<file path="config.mk">
export PLATFORM = sky130hd
export DESIGN_NAME = cmos_i2c_responder
export DESIGN_NICKNAME = d
export VERILOG_FILES = /design/src/rtl/cmos_i2c_responder.sv
export SDC_FILE = /design/constraint.sdc
export NUM_CORES = 2
export LEC_CHECK = 0
export CORE_UTILIZATION = 40
export DETAILED_ROUTE_END_ITERATION = 10
export GPL_TIMING_DRIVEN = 0
export PLACE_DENSITY = 0.58
export SLEW_MARGIN = 30
export SYNTH_ARGS = -nofsm -noshare
export SYNTH_HDL_FRONTEND = slang
export SYNTH_SLANG_ARGS = --single-unit
</file>
<file path="constraint.sdc">
create_clock -name clkcpu -period 12 [get_ports clkcpu]
set_input_delay 2.4 -clock clkcpu [delete_from_list [all_inputs] [get_ports clkcpu]]
set_output_delay 2.4 -clock clkcpu [all_outputs]
set_load 0.005 [all_outputs]
</file>
<file path="src/rtl/cmos_i2c_responder.sv">
// PCF8583-style CMOS RAM I2C responder: filtered SCL/SDA, 256x8 RAM, auto-incrementing pointer.
// Optional host save/restore port enabled by defining CMOS_HOSTPORT_EN.
module cmos_i2c_responder #(
    parameter logic [6:0] DEV_ADDR   = 7'h50,
    parameter int         FILTER_LEN = 3
) (
    input  logic       clkcpu,
    input  logic       rst_i,
    input  logic       scl_i,
    input  logic       sda_i,
`ifdef CMOS_HOSTPORT_EN
    input  logic [7:0] host_addr,
    input  logic [7:0] host_din,
    input  logic       host_we,
    output logic [7:0] host_dout,
`endif
    output logic       sda_o,
    output logic       busy_o
);

    typedef enum logic [3:0] {
        IDLE, DEVADDR, ACK_DEV, WORDADDR, ACK_WORD, WRITE, ACK_WR, READ, ACK_RD
    } state_t;

    logic [1:0]            scl_sync, sda_sync;
    logic [FILTER_LEN-2:0] scl_hist, sda_hist;
    logic [FILTER_LEN-1:0] scl_win, sda_win;
    logic                  scl_f, sda_f;
    logic                  scl_rise, scl_fall, sda_rise, sda_fall, start, stop;

    state_t     state;
    logic [2:0] bit_cnt;
    logic [6:0] shift_reg;
    logic [7:0] byte_in;
    logic [7:0] ptr;
    logic       rw, ack_seen, nack, fall_d;
    logic       i2c_we;
    logic [7:0] i2c_waddr, i2c_wdata, rd_data;
    logic [7:0] ram [256];

    // A level is accepted only once the newest FILTER_LEN synchronised samples agree.
    assign scl_win  = {scl_hist, scl_sync[1]};
    assign sda_win  = {sda_hist, sda_sync[1]};
    assign scl_rise = !scl_f && (&scl_win);
    assign scl_fall = scl_f && !(|scl_win);
    assign sda_rise = !sda_f && (&sda_win);
    assign sda_fall = sda_f && !(|sda_win);
    assign start    = sda_fall && scl_f;
    assign stop     = sda_rise && scl_f;
    assign byte_in  = {shift_reg, sda_f};

    always_ff @(posedge clkcpu) begin
        if (rst_i) begin
            scl_sync <= '1;
            sda_sync <= '1;
            scl_hist <= '1;
            sda_hist <= '1;
            scl_f    <= 1'b1;
            sda_f    <= 1'b1;
        end else begin
            scl_sync <= {scl_sync[0], scl_i};
            sda_sync <= {sda_sync[0], sda_i};
            scl_hist <= scl_win[FILTER_LEN-2:0];
            sda_hist <= sda_win[FILTER_LEN-2:0];
            if (&scl_win)
                scl_f <= 1'b1;
            else if (!(|scl_win))
                scl_f <= 1'b0;
            if (&sda_win)
                sda_f <= 1'b1;
            else if (!(|sda_win))
                sda_f <= 1'b0;
        end
    end

    always_ff @(posedge clkcpu) begin
        if (rst_i) begin
            state     <= IDLE;
            sda_o     <= 1'b1;
            busy_o    <= 1'b0;
            ptr       <= 8'h00;
            bit_cnt   <= 3'd0;
            shift_reg <= 7'd0;
            rw        <= 1'b0;
            ack_seen  <= 1'b0;
            nack      <= 1'b0;
            fall_d    <= 1'b0;
            i2c_we    <= 1'b0;
            i2c_waddr <= 8'h00;
            i2c_wdata <= 8'h00;
        end else begin
            i2c_we <= 1'b0;
            // A START/STOP coinciding with an SCL edge swallows that edge.
            fall_d <= scl_fall && !start && !stop;
            if (start) begin
                state   <= DEVADDR;
                bit_cnt <= 3'd0;
                sda_o   <= 1'b1;
            end else if (stop) begin
                state  <= IDLE;
                sda_o  <= 1'b1;
                busy_o <= 1'b0;
            end else if (scl_rise) begin
                case (state)
                    DEVADDR, WORDADDR, WRITE: begin
                        shift_reg <= byte_in[6:0];
                        bit_cnt   <= bit_cnt + 3'd1;
                        ack_seen  <= 1'b0;
                        if (bit_cnt == 3'd7) begin
                            if (state == DEVADDR) begin
                                if (byte_in[7:1] == DEV_ADDR) begin
                                    state  <= ACK_DEV;
                                    rw     <= byte_in[0];
                                    busy_o <= 1'b1;
                                end else begin
                                    state  <= IDLE;
                                    busy_o <= 1'b0;
                                end
                            end else if (state == WORDADDR) begin
                                ptr   <= byte_in;
                                state <= ACK_WORD;
                            end else begin
                                i2c_we    <= 1'b1;
                                i2c_waddr <= ptr;
                                i2c_wdata <= byte_in;
                                ptr       <= ptr + 8'd1;
                                state     <= ACK_WR;
                            end
                        end
                    end
                    READ: begin
                        bit_cnt  <= bit_cnt + 3'd1;
                        ack_seen <= 1'b0;
                        if (bit_cnt == 3'd7) begin
                            ptr   <= ptr + 8'd1;
                            state <= ACK_RD;
                        end
                    end
                    ACK_DEV, ACK_WORD, ACK_WR: ack_seen <= 1'b1;
                    ACK_RD: begin
                        ack_seen <= 1'b1;
                        nack     <= sda_f;
                    end
                    default: ;
                endcase
            end else if (fall_d) begin
                // The first fall in an ACK state opens the ACK slot, the second closes it.
                case (state)
                    ACK_DEV, ACK_WORD, ACK_WR: begin
                        if (!ack_seen) begin
                            sda_o <= 1'b0;
                        end else begin
                            bit_cnt <= 3'd0;
                            if (state == ACK_DEV && rw) begin
                                state <= READ;
                                sda_o <= rd_data[7];
                            end else begin
                                state <= (state == ACK_DEV) ? WORDADDR : WRITE;
                                sda_o <= 1'b1;
                            end
                        end
                    end
                    READ: sda_o <= rd_data[~bit_cnt];
                    ACK_RD: begin
                        if (!ack_seen) begin
                            sda_o <= 1'b1;
                        end else if (nack) begin
                            state  <= IDLE;
                            sda_o  <= 1'b1;
                            busy_o <= 1'b0;
                        end else begin
                            state   <= READ;
                            bit_cnt <= 3'd0;
                            sda_o   <= rd_data[7];
                        end
                    end
                    default: ;
                endcase
            end
        end
    end

    // RAM is deliberately not reset so CMOS contents survive a system reset.
    always_ff @(posedge clkcpu) begin
        if (i2c_we)
            ram[i2c_waddr] <= i2c_wdata;
`ifdef CMOS_HOSTPORT_EN
        if (host_we)
            ram[host_addr] <= host_din;
`endif
        rd_data <= ram[ptr];
    end

`ifdef CMOS_HOSTPORT_EN
    always_ff @(posedge clkcpu) begin
        if (rst_i)
            host_dout <= 8'h00;
        else
            host_dout <= ram[host_addr];
    end
`endif

endmodule

</file>
==> results.tsv <==
stage	metric	value	unit
job	cap_violations	0	
die	rows	166	
finish	seqCellArea	62800	µm²
timing	fin_crit	5.76	ns
timing	clock_skew	0.0571	ns
finish	layout-drive-gt1-share	24.1	%
yosys	ys_seq_area_share	76.2	%
timing	hold_viol_final	0	
timing	rsz0062_at_grt	no	
timing	relSlewSlack	17.9	%
critical_path	max_stage_delay	0.80	ns
yosys	syn_area_per_cell	20.0	µm²
finish	nets	4428	
critical_path	crit_start	ptr[1]	
detailed_routing	drt-vias-per-instance	6.70	
critical_path	r2r_setup_slack	6.24	ns
power_and_ir_drop	power_leakage	29.2	nW
critical_path	path_delay_family	buffers and inverters	
placed_design	hpwl	226	mm
clock_network	clockBufferDepth	3	
clock_network	cts_made_buffers	213	
yosys	async_reset_ff_share	0	%
clock_network	insertion_delay	0.89	ns
die	core_region_area	205000	µm²
clock_network	cts_resized	0	
critical_path	startpoint_type	flop	
die	die-area	208000	µm²
timing	final.setup.tns	0	ns
finish	multi_input_area	18300	µm²
critical_path	cp.depth	9	
critical_path	rr_startpoint	ptr[1]	
placed_design	gp_congestion	1.00	
critical_path	cp-end-kind	flop	
yosys	synthFlopType	edfxtp_1	
worst_hold_path	hold_path_startpoint	scl_sync[0]	
die	io_pins	6	
die	die_x	456	µm
yosys	syn_nets	4119	
global_routing	grt_pass1_vias	45400	
yosys	synth-seq-cells	2111	
critical_path	crit_slowest_cell	a221oi_2	
critical_path	path_cells	buf_4, buf_2, buf_2, buf_4, mux4_2, a221oi_2, o21ai_1, a211oi_1, o32ai_1	
clock_network	h-tree-depth	4	
global_routing	grt_max_degree	69	
die	die_y	456	µm
finish	fillers	17000	
clock_network	clkTransAtPathRegs	0.06	ns
detailed_routing	routedWlPerCell	46.2	µm
critical_path	critPathArrivalTime	6.48	ns
finish	utilization	46.5	%
yosys	synth_area_leaders	edfxtp_1 75%, mux4_2 12%, mux2i_1 2.9%	
detailed_routing	drt_iter0_drc	10400	
clock_network	cts_hold_buf	0	
worst_hold_path	hold_path_depth	1	
critical_path	criticalPathCategory	flop to flop	
power_and_ir_drop	p_per_area	154	nW/µm²
detailed_routing	antenna_left	0	
finish	syn_to_final_growth	15.4	%
yosys	synth_top_area_share	74.6	%
worst_hold_path	min_to	scl_sync[1]	
global_routing	antenna_found_initial	33	
detailed_routing	dr.pass1.iters	8	
power_and_ir_drop	total_power	14.6	mW
yosys	synth_area	82400	µm²
timing	slew_viol_final	0	
timing	setup_viol	0	
critical_path	reg2reg_to	rd_data[0]	
placed_design	port_buffers	5	
status	outcome	complete, no violations	
global_routing	grt_usage	32.1	%
detailed_routing	via_count	48900	
power_and_ir_drop	vdd_drop_max	0.000164	V
detailed_routing	drcViolationCount	0	
timing	min_period_over_period	48.0	%
critical_path	required	12.72	ns
global_routing	grt_pass1_wl	435	mm
global_routing	gr-total-overflow	0	
die	start_util	40.3	%
clock_network	clkSinkCount	2111	
finish	largest_register_ffs	2048	
timing	tightest_slew	1.22	ns
yosys	synth_edf_count	2048	
clock_network	cts_tree	yes	
critical_path	path_buf_inv	4	
finish	largest_register	ram	
yosys	yosys_warnings	0	
yosys	yosysUniqueCellTypes	73	
clock_network	clockRootBuffer	clkbuf_16	
timing	max_freq	174	MHz
critical_path	reg2reg_depth	9	
detailed_routing	routed_wl	337	mm
clock_network	postCtsSetupRepairBufs	0	
worst_hold_path	hold_path.class	flop to flop	
critical_path	cp_max_fo	10	
yosys	synth_top_area_cell	edfxtp_1	
yosys	synthCells	4112	
[logic make-up after synthesis]
family	count (synthesis)	synth area share, %
mux	679	14.8
simple gates	592	3.19
buf+inv	266	1.84
flops	2111	76.2
fa+ha+maj	3	0.0456
compound gates	461	3.97
[cells in the final DEF (no fill, tap or decap), types with 12 or more instances in the layout]
cell type	n
a211oi_1	27
a21oi_1	110
a221oi_1	40
a22o_1	21
a22oi_1	65
buf_12	23
buf_16	61
buf_2	70
buf_4	29
buf_6	27
bufinv_16	19
clkbuf_1	110
clkbuf_16	213
clkbuf_2	65
clkinv_1	47
clkinv_2	37
dfxtp_1	55
edfxtp_1	2048
mux2_2	14
mux2i_1	236
mux4_2	429
nand2_1	117
nand2b_1	16
nand3_1	51
nand4_1	14
nor2_1	271
nor2_2	37
nor2b_1	16
o211ai_1	15
o21ai_0	27
o21ai_1	12
o221ai_1	27
o22ai_1	25
or2_2	15
[worst reg2reg max path, cell delays in order, from the launching register on]
cell and delay (ns):
dfxtp_1 0.54, buf_4 0.47, buf_2 0.72, buf_2 0.77
buf_4 0.51, mux4_2 0.43, a221oi_2 0.80, o21ai_1 0.39
a211oi_1 0.76, o32ai_1 0.23
[per-stage QoR]
stage	instance area, µm²	hold slack [ns]	cells	setup WS [ns]
after global placement	85800	0.401	6805	3.18
after floorplan	82400	0.389	4112	7.75
after detailed placement	88200	0.401	6894	6.56
after CTS	95000	0.413	7287	6.55
final	95100	0.410	7295	6.24
after global routing	95100	0.432	7287	6.63
[per-layer routing]
metal	track usage, %	part of all wire, %	up-vias
met5	0	0.044	-
met4	21.3	8.2	24
met1	41.7	35	25800
li1	-	-	17700
met2	45.1	42	4395
met3	11.6	15	1020
[Yosys cell counts, types with 15 or more instances]
cell / n
edfxtp_1: 2048
mux4_2: 429
nor2_1: 308
mux2i_1: 236
clkbuf_1: 122
nand2_1: 117
a21oi_1: 110
buf_2: 68
a22oi_1: 65
dfxtp_1: 63
nand3_1: 51
a221oi_1: 41
a211oi_1: 31
o21ai_0: 29
o221ai_1: 27
buf_6: 26
o22ai_1: 25
buf_4: 24
a22o_1: 21
nor2b_1: 18
nand2b_1: 16
o211ai_1: 15
or2_2: 15
[worst max path at each step]
stage | endpoint | slack [ns]
floorplan | ram[0][0] | 7.75
global placement | ram[142][1] | 3.18
detailed placement | rd_data[0] | 6.56
CTS | rd_data[0] | 6.55
global route | rd_data[0] | 6.63
finish | rd_data[0] | 6.24
[layout make-up]
class	count	share of cell area, %
Buffer	259	1.66
Inverter	7	0.0276
Antenna cell	8	0.0210
Sequential cell	2111	66.0
Multi-Input combinational cell	1735	19.2
Timing Repair Buffer	94	2.33
Tap cell	2688	3.54
Clock buffer	268	5.84
Clock inverter	125	1.37
[where the power goes]
part | total [mW] | internal [mW] | switching (mW)
combinational | 0.00690 | 0.00223 | 0.00467
sequential | 7.95 | 7.95 | 0.000707
clock | 6.67 | 3.70 | 2.97
total | 14.6 | 11.7 | 2.97
Power figures use the tool's default switching activity.
